==> src/rtl/pipeline_hazard_ctrl.sv <==
// ============================================================================
// Module   : pipeline_hazard_ctrl
// Purpose  : Central stall/flush sequencer for the 5-stage pipeline. Holds
//            every pipeline register while the dcache misses. Inserts
//            load-use bubbles into IDEX. Flushes IFID after a taken branch.
//            A watchdog flags a dcache miss that never completes.
// Revision : 1.0 - initial release
// ----------------------------------------------------------------------------
// Parameters
//   LU_BUBBLES   bubbles inserted per load-use hazard            (1..7)
//   BR_PENALTY   cycles IFID is flushed after a taken branch     (1..7)
//   MEM_TIMEOUT  consecutive mem_stall_i cycles before timeout_o (1..65535)
// Ports
//   clk_i           in   clock, rising edge
//   rst_i           in   asynchronous reset, active low
//   idex_memread_i  in   instruction in EX is a load
//   idex_rt_i       in   load destination register (5b)
//   ifid_rs_i       in   rs of instruction in ID (5b)
//   ifid_rt_i       in   rt of instruction in ID (5b)
//   branch_taken_i  in   branch resolved taken in ID this cycle
//   mem_stall_i     in   dcache busy/miss; whole pipe must hold
//   halt_o          out  hold input of every pipeline register
//   pc_write_o      out  PC update enable
//   ifid_write_o    out  IFID load enable
//   ifid_flush_o    out  IFID clears to NOP
//   idex_bubble_o   out  zero control fields entering IDEX
//   state_o         out  current FSM state (debug, 2b)
//   timeout_o       out  sticky: a miss lasted MEM_TIMEOUT cycles
//   stall_cycles_o  out  perf: cycles with halt_o=1 (32b)
//   bubble_count_o  out  perf: cycles with idex_bubble_o=1 (32b)
// Configuration
//   HAZARD_PERF_EN  when defined the two perf counters exist; otherwise both
//                   perf ports are tied to zero and no counter flops exist.
// ============================================================================
`timescale 1ns/1ps
`default_nettype none

module pipeline_hazard_ctrl #(
  parameter int LU_BUBBLES  = 1,
  parameter int BR_PENALTY  = 1,
  parameter int MEM_TIMEOUT = 255
) (
  input  logic        clk_i,
  input  logic        rst_i,
  input  logic        idex_memread_i,
  input  logic [4:0]  idex_rt_i,
  input  logic [4:0]  ifid_rs_i,
  input  logic [4:0]  ifid_rt_i,
  input  logic        branch_taken_i,
  input  logic        mem_stall_i,
  output logic        halt_o,
  output logic        pc_write_o,
  output logic        ifid_write_o,
  output logic        ifid_flush_o,
  output logic        idex_bubble_o,
  output logic [1:0]  state_o,
  output logic        timeout_o,
  output logic [31:0] stall_cycles_o,
  output logic [31:0] bubble_count_o
);

  typedef enum logic [1:0] {
    ST_RUN      = 2'd0,
    ST_LU_STALL = 2'd1,
    ST_BR_FLUSH = 2'd2,
    ST_MEM_WAIT = 2'd3
  } state_t;

  localparam logic [2:0]  c_LU_LOAD     = 3'(LU_BUBBLES - 1);
  localparam logic [2:0]  c_BR_LOAD     = 3'(BR_PENALTY - 1);
  localparam logic [15:0] c_MEM_TIMEOUT = 16'(MEM_TIMEOUT);
  localparam logic [15:0] c_MCNT_MAX    = 16'hFFFF;

  state_t      r_state;
  state_t      r_ret_state;
  logic [2:0]  r_cnt;
  logic [15:0] r_mcnt;
  logic        r_timeout;

  state_t      w_act_state;
  state_t      w_next_state;
  state_t      w_next_ret;
  logic [2:0]  w_next_cnt;
  logic [15:0] w_mcnt_next;
  logic        w_hazard;
  logic        w_halt;
  logic        w_pc_write;
  logic        w_ifid_write;
  logic        w_flush;
  logic        w_bubble;

  // --------------------------------------------------------------------------
  // Load-use hazard: the load in EX writes a register the ID instruction reads.
  // --------------------------------------------------------------------------
  always_comb begin
    w_hazard = idex_memread_i & (idex_rt_i != 5'd0) &
               ((idex_rt_i == ifid_rs_i) | (idex_rt_i == ifid_rt_i));
  end

  // --------------------------------------------------------------------------
  // Next-state and control decode.
  // On the cycle a miss clears, MEM_WAIT acts exactly as the state it
  // interrupted (outputs, counter and transition), so a sequence resumes with
  // no extra cycle and never repeats the cycle that was frozen.
  // --------------------------------------------------------------------------
  always_comb begin
    w_act_state  = (r_state == ST_MEM_WAIT) ? r_ret_state : r_state;
    w_next_state = w_act_state;
    w_next_ret   = r_ret_state;
    w_next_cnt   = r_cnt;
    w_halt       = 1'b0;
    w_pc_write   = 1'b1;
    w_ifid_write = 1'b1;
    w_flush      = 1'b0;
    w_bubble     = 1'b0;

    if (mem_stall_i) begin
      w_halt       = 1'b1;
      w_pc_write   = 1'b0;
      w_ifid_write = 1'b0;
      w_next_state = ST_MEM_WAIT;
      // Only the first cycle of a miss remembers where to return to.
      if (r_state != ST_MEM_WAIT) begin
        w_next_ret = r_state;
      end
    end else begin
      case (w_act_state)
        ST_RUN: begin
          if (w_hazard) begin
            // A simultaneous taken branch is dropped: it re-resolves once the
            // load data can be forwarded.
            w_pc_write   = 1'b0;
            w_ifid_write = 1'b0;
            w_bubble     = 1'b1;
            if (LU_BUBBLES > 1) begin
              w_next_state = ST_LU_STALL;
              w_next_cnt   = c_LU_LOAD;
            end
          end else if (branch_taken_i) begin
            w_flush = 1'b1;
            if (BR_PENALTY > 1) begin
              w_next_state = ST_BR_FLUSH;
              w_next_cnt   = c_BR_LOAD;
            end
          end
        end

        ST_LU_STALL: begin
          w_pc_write   = 1'b0;
          w_ifid_write = 1'b0;
          w_bubble     = 1'b1;
          w_next_cnt   = r_cnt - 3'd1;
          if (r_cnt <= 3'd1) begin
            w_next_state = ST_RUN;
          end
        end

        ST_BR_FLUSH: begin
          // ID holds a squashed instruction, so branch and hazard inputs are
          // not acted on until the flush window has elapsed.
          w_flush    = 1'b1;
          w_next_cnt = r_cnt - 3'd1;
          if (r_cnt <= 3'd1) begin
            w_next_state = ST_RUN;
          end
        end

        default: begin
          w_next_state = ST_RUN;
        end
      endcase
    end
  end

  // --------------------------------------------------------------------------
  // Output drive. Reset forces the free-running RUN values regardless of the
  // inputs so downstream registers see a clean pipe during reset.
  // --------------------------------------------------------------------------
  always_comb begin
    halt_o        = rst_i & w_halt;
    pc_write_o    = ~rst_i | w_pc_write;
    ifid_write_o  = ~rst_i | w_ifid_write;
    ifid_flush_o  = rst_i & w_flush;
    idex_bubble_o = rst_i & w_bubble;
    state_o       = r_state;
    timeout_o     = r_timeout;
  end

  // --------------------------------------------------------------------------
  // FSM registers
  // --------------------------------------------------------------------------
  always_ff @(posedge clk_i or negedge rst_i) begin
    if (!rst_i) begin
      r_state     <= ST_RUN;
      r_ret_state <= ST_RUN;
      r_cnt       <= 3'd0;
    end else begin
      r_state     <= w_next_state;
      r_ret_state <= w_next_ret;
      r_cnt       <= w_next_cnt;
    end
  end

  // --------------------------------------------------------------------------
  // Miss watchdog: saturating run-length of mem_stall_i, sticky timeout.
  // --------------------------------------------------------------------------
  always_comb begin
    if (!mem_stall_i) begin
      w_mcnt_next = 16'd0;
    end else if (r_mcnt == c_MCNT_MAX) begin
      w_mcnt_next = r_mcnt;
    end else begin
      w_mcnt_next = r_mcnt + 16'd1;
    end
  end

  always_ff @(posedge clk_i or negedge rst_i) begin
    if (!rst_i) begin
      r_mcnt    <= 16'd0;
      r_timeout <= 1'b0;
    end else begin
      r_mcnt <= w_mcnt_next;
      if (mem_stall_i && (w_mcnt_next >= c_MEM_TIMEOUT)) begin
        r_timeout <= 1'b1;
      end
    end
  end

  // --------------------------------------------------------------------------
  // Optional performance counters (wrap naturally at 32 bits).
  // --------------------------------------------------------------------------
`ifdef HAZARD_PERF_EN
  logic [31:0] r_stall_cycles;
  logic [31:0] r_bubble_count;

  always_ff @(posedge clk_i or negedge rst_i) begin
    if (!rst_i) begin
      r_stall_cycles <= 32'd0;
      r_bubble_count <= 32'd0;
    end else begin
      if (halt_o) begin
        r_stall_cycles <= r_stall_cycles + 32'd1;
      end
      if (idex_bubble_o) begin
        r_bubble_count <= r_bubble_count + 32'd1;
      end
    end
  end

  assign stall_cycles_o = r_stall_cycles;
  assign bubble_count_o = r_bubble_count;
`else
  assign stall_cycles_o = 32'd0;
  assign bubble_count_o = 32'd0;
`endif

endmodule

`default_nettype wire

==> config.mk <==
export PLATFORM = sky130hd
export DESIGN_NAME = pipeline_hazard_ctrl
export DESIGN_NICKNAME = d
export VERILOG_FILES = /design/src/rtl/pipeline_hazard_ctrl.sv
export SDC_FILE = /design/constraint.sdc
export NUM_CORES = 1
export LEC_CHECK = 0
export ABC_AREA = 1
export CAP_MARGIN = 0
export CORE_MARGIN = 5
export CORE_UTILIZATION = 40
export DETAILED_ROUTE_END_ITERATION = 8
export GPL_TIMING_DRIVEN = 0
export PLACE_DENSITY = 0.78
export SYNTH_ARGS = -nofsm -noshare
export SYNTH_HDL_FRONTEND = slang
export SYNTH_SLANG_ARGS = --single-unit
==> constraint.sdc <==
create_clock -name clk_i -period 2.2 [get_ports clk_i]
set_input_delay 0.66 -clock clk_i [delete_from_list [all_inputs] [get_ports clk_i]]
set_output_delay 0.66 -clock clk_i [all_outputs]
set_load 0.03 [all_outputs]
==> out/results.env, run 1 <==
OUTCOME='finished with violations'
FAILED_CHECKS='setup timing'
DRTPASS1ITERATIONS=4
SYNTH_ENABLE_FLOP_CELLS=0
DRT_ITER0_DRC=73
GRT_ANTENNA_BEFORE_REPAIR=0
SYNTH.MOST_COMMON_CELL='sky130_fd_sc_hd__buf_4'
GRT_PASS1_WL_UM=7720
SYNTH.TOP_CELL.AREA_SHARE_PCT=26.9
PLACE.DETAILED.HPWL_UM=3810
GLOBALROUTETOTALUTIL_PCT=12.7
PWR-SHARE-COMB_PCT=53.8
FINAL_CELL_AREA_UM2=2940
FIRST_GLOBAL_VIAS=1856
MAX_CAP_VIOL_COUNT=0
MAXIMUM_NUMBER_OF_PINS_ON_ONE_NET_BEFORE_GLOBAL_ROUTE_REPAIR=29
IO-PIN-COUNT=92
CELL_ROWS=27
PLACEMENT.IO_BUFFERS=27
AREA_DELTA_SYNTH_FINAL_PCT=31.7
SYNTH_FLOP_CELL='sky130_fd_sc_hd__dfrtp_1'
FLOORPLAN.DIE.HEIGHT_UM=84.7
CTS_MAX_PATH_BUFFERS=2
POWER.SEQUENTIAL.FRACTION_PCT=31.6
STANDARD_CELL_CORE_AREA_UM2=5470
SYNTH.CELL_AREA_UM2=2230
CELLPOWERDENSITY_nW_PER_UM2=627
SETUP.WORST_PATH.START_CLASS='input pin'
SETUP_VIOL=4
VDD.IR_DROP.WORST_mV=0.797
CLKLATENCYLATEPIN_NS=0.27
SYNTH_AREA_LEADERS='sky130_fd_sc_hd__dfrtp_1, sky130_fd_sc_hd__buf_4, sky130_fd_sc_hd__nand2_1'
DETAIL_ROUTE.WL_PER_CELL_UM=9.59
TOTAL_POWER_mW=1.84
SYNTH.DISTINCT_CELLS=28
PERIOD_SHARE_PCT=114
POWER_FRAC_CLOCK_PCT=14.6
ANTENNA_LEFT=0
SWITCHING_POWER_mW=0.788
WORST_SETUP_PATH_END_KIND='output pin'
CLOCKROOTBUFFER='sky130_fd_sc_hd__clkbuf_8'
TIMING.FMAX_MHz=398
GLOBALPLACE.CONGESTION=0.911
R2R_SETUP_SLK_NS=0.34
NUM-NETS-FINAL=443
DIE_W_UM=84.7
TIMING.CRITICAL_PATH.FANOUT_MAX=2
GRT_SETUP_UNREPAIRED='yes'
DRT-VIAS-PER-INSTANCE=4.04
CRIT_REQUIRED_NS=1.54
SWSHARE_PCT=42.7
GRT_REMAINING_OVERFLOW=0
FINAL_PERIOD_MINUS_WORST_SETUP_SLACK_NS=2.52
N_ANTENNA_CELL=0
SYNTH_TOP_AREA_CELL='sky130_fd_sc_hd__dfrtp_1'
TOTAL_LEAKAGE_POWER_nW=1.76
FIN_SKEW_NS=0.000930
H-TREE-DEPTH=1
DRT_DRC_VIOLATIONS_LEFT=0
R2R_CELLS=12
MIN_PATH_TYPE='input pin to asynchronous set/reset pin'
YOSYS_REGISTER_BITS=24
SYN-INSTANCE-COUNT=316
CTS_NUM_SINKS=24
INITIAL_CORE_UTILIZATION_PCT=40.8
DRV_SLEW=0
DPL_CELL_AREA_UM2=2870
DIE_AREA_UM2=7180
NETLIST_TOP_CELLS_COUNT='sky130_fd_sc_hd__buf_4, sky130_fd_sc_hd__nand2_1, sky130_fd_sc_hd__inv_1'
PATH_CLASS='input pin to output pin'
FINALWORSTSETUPSLACK_NS=-0.316
INTERNAL_POWER_mW=1.06
FINAL_LAYOUT_SIZE_SUFFIX_GT1_SHARE_PCT=30.4
NUM-FILL-CELLS=548
CLKSLEWWORSTSETUPHOLDPATHS_NS=0.08
TIMING.FINAL.HOLD_VIOLATIONS=0
SYN_AVG_CELL_AREA_UM2=7.07
VIAS=1969
CTS_MADE_BUFFERS=3
ROUTED_WL_UM=4670
WORST_EP_ARRIVAL_TIME_NS=1.86
YS_WARN_COUNT=0
CTS_TREE='done'
YS_SEQ_AREA_SHARE_PCT=26.9
YS_ASYNC_SR_FRACTION_PCT=100
worst max-delay path, cell delays in order:
cell and delay [ns]:
sky130_fd_sc_hd__buf_6 0.09, sky130_fd_sc_hd__or2_4 0.23, sky130_fd_sc_hd__a21oi_2 0.12, sky130_fd_sc_hd__nand3_1 0.10, sky130_fd_sc_hd__nand2_2 0.08, sky130_fd_sc_hd__nand4_1 0.12
sky130_fd_sc_hd__buf_4 0.17, sky130_fd_sc_hd__a21oi_2 0.14, sky130_fd_sc_hd__buf_6 0.15
metrics by stage:
stage	std cells	worst slack (ns)	setup TNS [ns]	hold WS [ns]	util, %
2_1_floorplan	379	-0.0862	-0.139	0.364	-
3_3_place_gp	478	-1.54	-7.31	0.459	52.4
3_5_place_dp	478	-1.54	-7.42	0.487	52.4
4_1_cts	481	-0.333	-1.14	0.303	52.9
5_1_grt	487	-0.378	-1.33	0.320	53.7
6_report	487	-0.316	-1.01	0.294	53.7
registers in the layout (all words and copies together) (netlist names):
name / flops
r_cnt: 3
r_mcnt: 16
r_ret_state: 2
state_o: 2
timeout_o: 1
timing repair:
action                     4_1_cts  5_1_grt
gates cloned                     0        0
pin swaps                       13       16
hold buffers                     0        0
buffers inserted                 0        6
resized for setup               85       18
setup endpoints to repair        5        4
per-layer routing:
metal	wire [µm]	track usage (%)
met5	0	0
met4	80	4.60
met3	503	4.71
met2	2250	23.0
met1	1840	13.5
cell families after synthesis:
kind of cell               count (synthesis)  synth area share (%)
AOI/OAI and AO/OA                         24                  5.99
buffers and inverters                    114                  30.9
DFF                                       24                  26.9
adders and majority gates                  7                  3.92
and+or+nand+nor                          133                  27.1
xor gates and xnor gates                  13                  5.10
other                                      1                 0.168
final timing paths:
check / endpoint / startpoint
worst max-delay path: idex_bubble_o / ifid_rs_i[1]
worst min-delay path: r_mcnt[2] / rst_i
worst max register to register: timeout_o / r_mcnt[0]
worst min register to register: r_cnt[2] / r_cnt[2]
max in group asynchronous: state_o[0] / rst_i
min in group clk_i: r_cnt[2] / r_cnt[2]
power groups by stage:
stage	clock (mW)	combinational, mW	sequential, mW
finish	0.269	0.991	0.583
detailed placement	0	0.868	0.579
global placement	0	0.846	0.574
floorplan	0	0.636	0.601
CTS	0.281	0.891	0.578
global route	0.298	1.09	0.592
layout by cell type (no fill, tap or decap), types with 2 or more instances in the layout:
cell type	n
sky130_fd_sc_hd__nand2_4	2
sky130_fd_sc_hd__xor2_1	10
sky130_fd_sc_hd__buf_2	6
sky130_fd_sc_hd__nor2_1	26
sky130_fd_sc_hd__nand3b_1	2
sky130_fd_sc_hd__nand3_2	3
sky130_fd_sc_hd__xnor2_1	3
sky130_fd_sc_hd__a21oi_1	7
sky130_fd_sc_hd__a21oi_2	3
sky130_fd_sc_hd__nand2_1	60
sky130_fd_sc_hd__nor2_2	2
sky130_fd_sc_hd__inv_2	7
sky130_fd_sc_hd__buf_6	8
sky130_fd_sc_hd__nor3_1	2
sky130_fd_sc_hd__conb_1	64
sky130_fd_sc_hd__nand3_1	23
sky130_fd_sc_hd__nand4_1	5
sky130_fd_sc_hd__ha_1	6
sky130_fd_sc_hd__o21ai_4	2
sky130_fd_sc_hd__clkbuf_8	4
sky130_fd_sc_hd__clkbuf_2	4
sky130_fd_sc_hd__inv_1	39
sky130_fd_sc_hd__nand2_2	6
sky130_fd_sc_hd__dfrtp_2	2
sky130_fd_sc_hd__dfrtp_1	22
sky130_fd_sc_hd__dlygate4sd2_1	2
sky130_fd_sc_hd__o21bai_1	2
sky130_fd_sc_hd__o21ai_0	5
sky130_fd_sc_hd__clkdlybuf4s15_1	2
sky130_fd_sc_hd__o31ai_1	2
sky130_fd_sc_hd__buf_4	71
sky130_fd_sc_hd__clkdlybuf4s50_1	5
area by class of cell:
| class | count | area [µm²] | share of cell area, % |
|---|---|---|---|
| multi-input cells | 241 | 1240 | 42.3 |
| flip-flops and latches | 24 | 603 | 20.5 |
| plain buffers | 67 | 517 | 17.6 |
| repair buffers | 33 | 269 | 9.15 |
| inverters | 46 | 173 | 5.87 |
| well taps | 72 | 90.1 | 3.06 |
| clock buffers | 4 | 45.0 | 1.53 |
(Power assumes the default switching activity.)
==> inputs of run 2 (changes only) <==
CORE_MARGIN = 10   (was 5)
==> out/results.env, run 2 (synthesis gave the netlist of run 1 again) <==
DP_WORST_SETUP_SLACK_NS=-1.57  # was -1.54 ns
POWER_FRAC_CLOCK_PCT=21.0  # was 14.6%
DRTPASS1ITERATIONS=4  # unchanged
FLOORPLAN.DIE.HEIGHT_UM=94.7  # was 84.7 µm
CRIT_REQUIRED_NS=1.54  # about the same
PLACE.DETAILED.HPWL_UM=4230  # was 3810 µm
ANTENNA_LEFT=0  # unchanged
PLACEMENT.IO_BUFFERS=27  # unchanged
MAX_FLOP_REGISTER='r_mcnt'  # unchanged
SWSHARE_PCT=40.8  # was 42.7%
NUM-NETS-FINAL=438  # was 443
CTS_TREE='done'  # unchanged
TIMING.FMAX_MHz=403  # was 398 MHz
CLKSLEWWORSTSETUPHOLDPATHS_NS=0.09  # was 0.08 ns
STANDARD_CELL_CORE_AREA_UM2=5470  # unchanged
FINAL_PERIOD_MINUS_WORST_SETUP_SLACK_NS=2.48  # was 2.52 ns
WORST_SETUP_PATH_END_KIND='output pin'  # unchanged
OUTCOME='finished with violations'  # unchanged
PWR-SHARE-COMB_PCT=47.8  # was 53.8%
NUM-FILL-CELLS=553  # was 548
NUMBER_OF_BUFFERS_ADDED_TO_FIX_HOLD_VIOLATIONS_AFTER_CTS=0  # unchanged
DRV_SLEW=0  # unchanged
SWITCHING_POWER_mW=0.757  # was 0.788 mW
DETAIL_ROUTE.WL_PER_CELL_UM=10.2  # was 9.59 µm
SETUP.WORST_PATH.START_CLASS='flip-flop'  # was input pin
GLOBALPLACE.CONGESTION=0.896  # was 0.911
INTERNAL_POWER_mW=1.10  # was 1.06 mW
DIE_W_UM=94.7  # was 84.7 µm
GLOBALROUTETOTALUTIL_PCT=11.2  # was 12.7%
GRT_SETUP_UNREPAIRED='yes'  # unchanged
TIMING.FINAL.HOLD_VIOLATIONS=0  # unchanged
R2R_CELLS=12  # unchanged
PERIOD_SHARE_PCT=113  # was 114%
R2R_SETUP_SLK_NS=0.38  # was 0.34 ns
VDD.IR_DROP.WORST_mV=0.669  # was 0.797 mV
CELL_ROWS=27  # unchanged
LARGESTREGISTERS='r_mcnt x16, r_cnt x3'  # unchanged
IO-PIN-COUNT=92  # unchanged
INITIAL_CORE_UTILIZATION_PCT=40.8  # unchanged
FIN_SKEW_NS=0.00797  # was 0.000930 ns
FINAL_LAYOUT_SIZE_SUFFIX_GT1_SHARE_PCT=28.3  # was 30.4%
CLOCKROOTBUFFER='sky130_fd_sc_hd__clkbuf_8'  # unchanged
SETUP_VIOL=4  # unchanged
GRT_ANTENNA_BEFORE_REPAIR=0  # unchanged
CTS_MAX_PATH_BUFFERS=2  # unchanged
MAXIMUM_NUMBER_OF_PINS_ON_ONE_NET_BEFORE_GLOBAL_ROUTE_REPAIR=29  # unchanged
CRITICAL_PATH.REG2REG.ENDPOINT='timeout_o'  # unchanged
FAILED_CHECKS='setup timing'  # unchanged
UTILIZATION_PCT=53.2  # was 53.7%
DRT-VIAS-PER-INSTANCE=4.05  # was 4.04
N_ANTENNA_CELL=0  # unchanged
CELLPOWERDENSITY_nW_PER_UM2=638  # was 627 nW/µm²
MAX_CAP_VIOL_COUNT=0  # unchanged
H-TREE-DEPTH=1  # unchanged
CTS_MADE_BUFFERS=3  # unchanged
FINALWORSTSETUPSLACK_NS=-0.283  # was -0.316 ns
MIN_PATH_TYPE='input pin to asynchronous set/reset pin'  # unchanged
DIE_AREA_UM2=8970  # was 7180 µm²
TOTAL_LEAKAGE_POWER_nW=1.75  # was 1.76 nW
WORST_EP_ARRIVAL_TIME_NS=1.82  # was 1.86 ns
VIAS=1951  # was 1,969
DRT_ITER0_DRC=95  # was 73
GRT_PASS1_WL_UM=8540  # was 7720 µm
AREA_DELTA_SYNTH_FINAL_PCT=30.3  # was 31.7%
FINAL_COMMON_CELL='sky130_fd_sc_hd__buf_4'  # unchanged
FIRST_GLOBAL_VIAS=1955  # was 1,856
ROUTED_WL_UM=4920  # was 4670 µm
PATH_CLASS='flip-flop to output pin'  # was input pin to output pin
LARGEST_REGISTER_FFS=16  # unchanged
CTS_NUM_SINKS=24  # unchanged
CLKLATENCYLATEPIN_NS=0.27  # about the same
DRT_DRC_VIOLATIONS_LEFT=0  # unchanged
GRT_REMAINING_OVERFLOW=0  # unchanged
R2R-START='r_mcnt[0]'  # unchanged
FIN_SETUP_TNS_NS=-0.876  # was -1.01 ns
POWER.SEQUENTIAL.FRACTION_PCT=31.2  # was 31.6%
TOTAL_POWER_mW=1.86  # was 1.84 mW
FINAL_CELL_MIX='sky130_fd_sc_hd__buf_4, sky130_fd_sc_hd__conb_1, sky130_fd_sc_hd__nand2_1'  # unchanged
TIMING.CRITICAL_PATH.FANOUT_MAX=5  # was 2
==> run 2: cell types whose count changed in the layout (fill, tap and decap cells not counted), sizes merged <==
cell / before / now
buf: 85 / 80
clkbuf: 9 / 6
bufinv: 0 / 1
clkdlybuf4s15: 3 / 5
==> run 2: how the worst max path moves through the flow <==
| stage | slack (ns) | depth (start not counted) | to | start |
|---|---|---|---|---|
| floorplan | -0.09 | 8 | pc_write_o | idex_rt_i[1] |
| global placement | -1.56 | 4 | ifid_flush_o | rst_i |
| detailed placement | -1.57 | 4 | ifid_flush_o | rst_i |
| CTS | -0.33 | 10 | pc_write_o | ifid_rs_i[1] |
| global route | -0.40 | 10 | pc_write_o | ifid_rs_i[1] |
| finish | -0.28 | 7 | pc_write_o | state_o[1] |
==> run 2: metrics by stage <==
| step | instance area, µm² | hold WS (ns) | cells |
|---|---|---|---|
| after floorplan | 2500 | 0.364 | 379 |
| after global placement | 2870 | 0.457 | 478 |
| after detailed placement | 2870 | 0.462 | 478 |
| after CTS | 2920 | 0.305 | 482 |
| after global routing | 2910 | 0.312 | 482 |
| final | 2910 | 0.287 | 482 |
==> run 2: routing by layer <==
metal	vias up	wire, µm	track usage (%)	share of wire [%]
met3	2	642	5.47	13
li1	1031	-	-	-
met5	-	0	0	0
met1	845	1980	12.1	40
met2	73	2280	19.8	46
met4	0	10	1.62	0.20
==> run 2: critical path: stages, from the launching register on <==
cell,delay [ns]
sky130_fd_sc_hd__dfrtp_2,0.47
sky130_fd_sc_hd__a21oi_4,0.19
sky130_fd_sc_hd__inv_2,0.07
sky130_fd_sc_hd__ha_1,0.24
sky130_fd_sc_hd__o21ai_1,0.24
sky130_fd_sc_hd__o21ai_4,0.09
sky130_fd_sc_hd__buf_6,0.13
sky130_fd_sc_hd__buf_6,0.13
==> run 2: layout make-up <==
class | instances | area (µm²) | share of cell area [%]
clock inverter | 1 | 30.0 | 1.03
buffer | 67 | 517 | 17.8
clock buffer | 3 | 41.3 | 1.42
multi-input combinational | 241 | 1230 | 42.2
timing repair buffer | 28 | 229 | 7.87
inverter | 46 | 173 | 5.93
tap | 72 | 90.1 | 3.10
sequential | 24 | 603 | 20.7
==> run 2: what timing repair did <==
| item | CTS | global route |
|---|---|---|
| setup endpoints to repair | 5 | 4 |
| setup buffers | 1 | 0 |
| pin swaps | 12 | 11 |
| gates resized for setup | 77 | 14 |
==> run 2: power groups by stage <==
stage                     registers (mW)  clock network (mW)  logic, mW
after CTS                          0.571               0.401      0.866
after floorplan                    0.601                   0      0.636
after global placement             0.575                   0      0.846
after detailed placement           0.579                   0      0.868
final                              0.578               0.391      0.888
after global routing               0.587               0.418      0.996
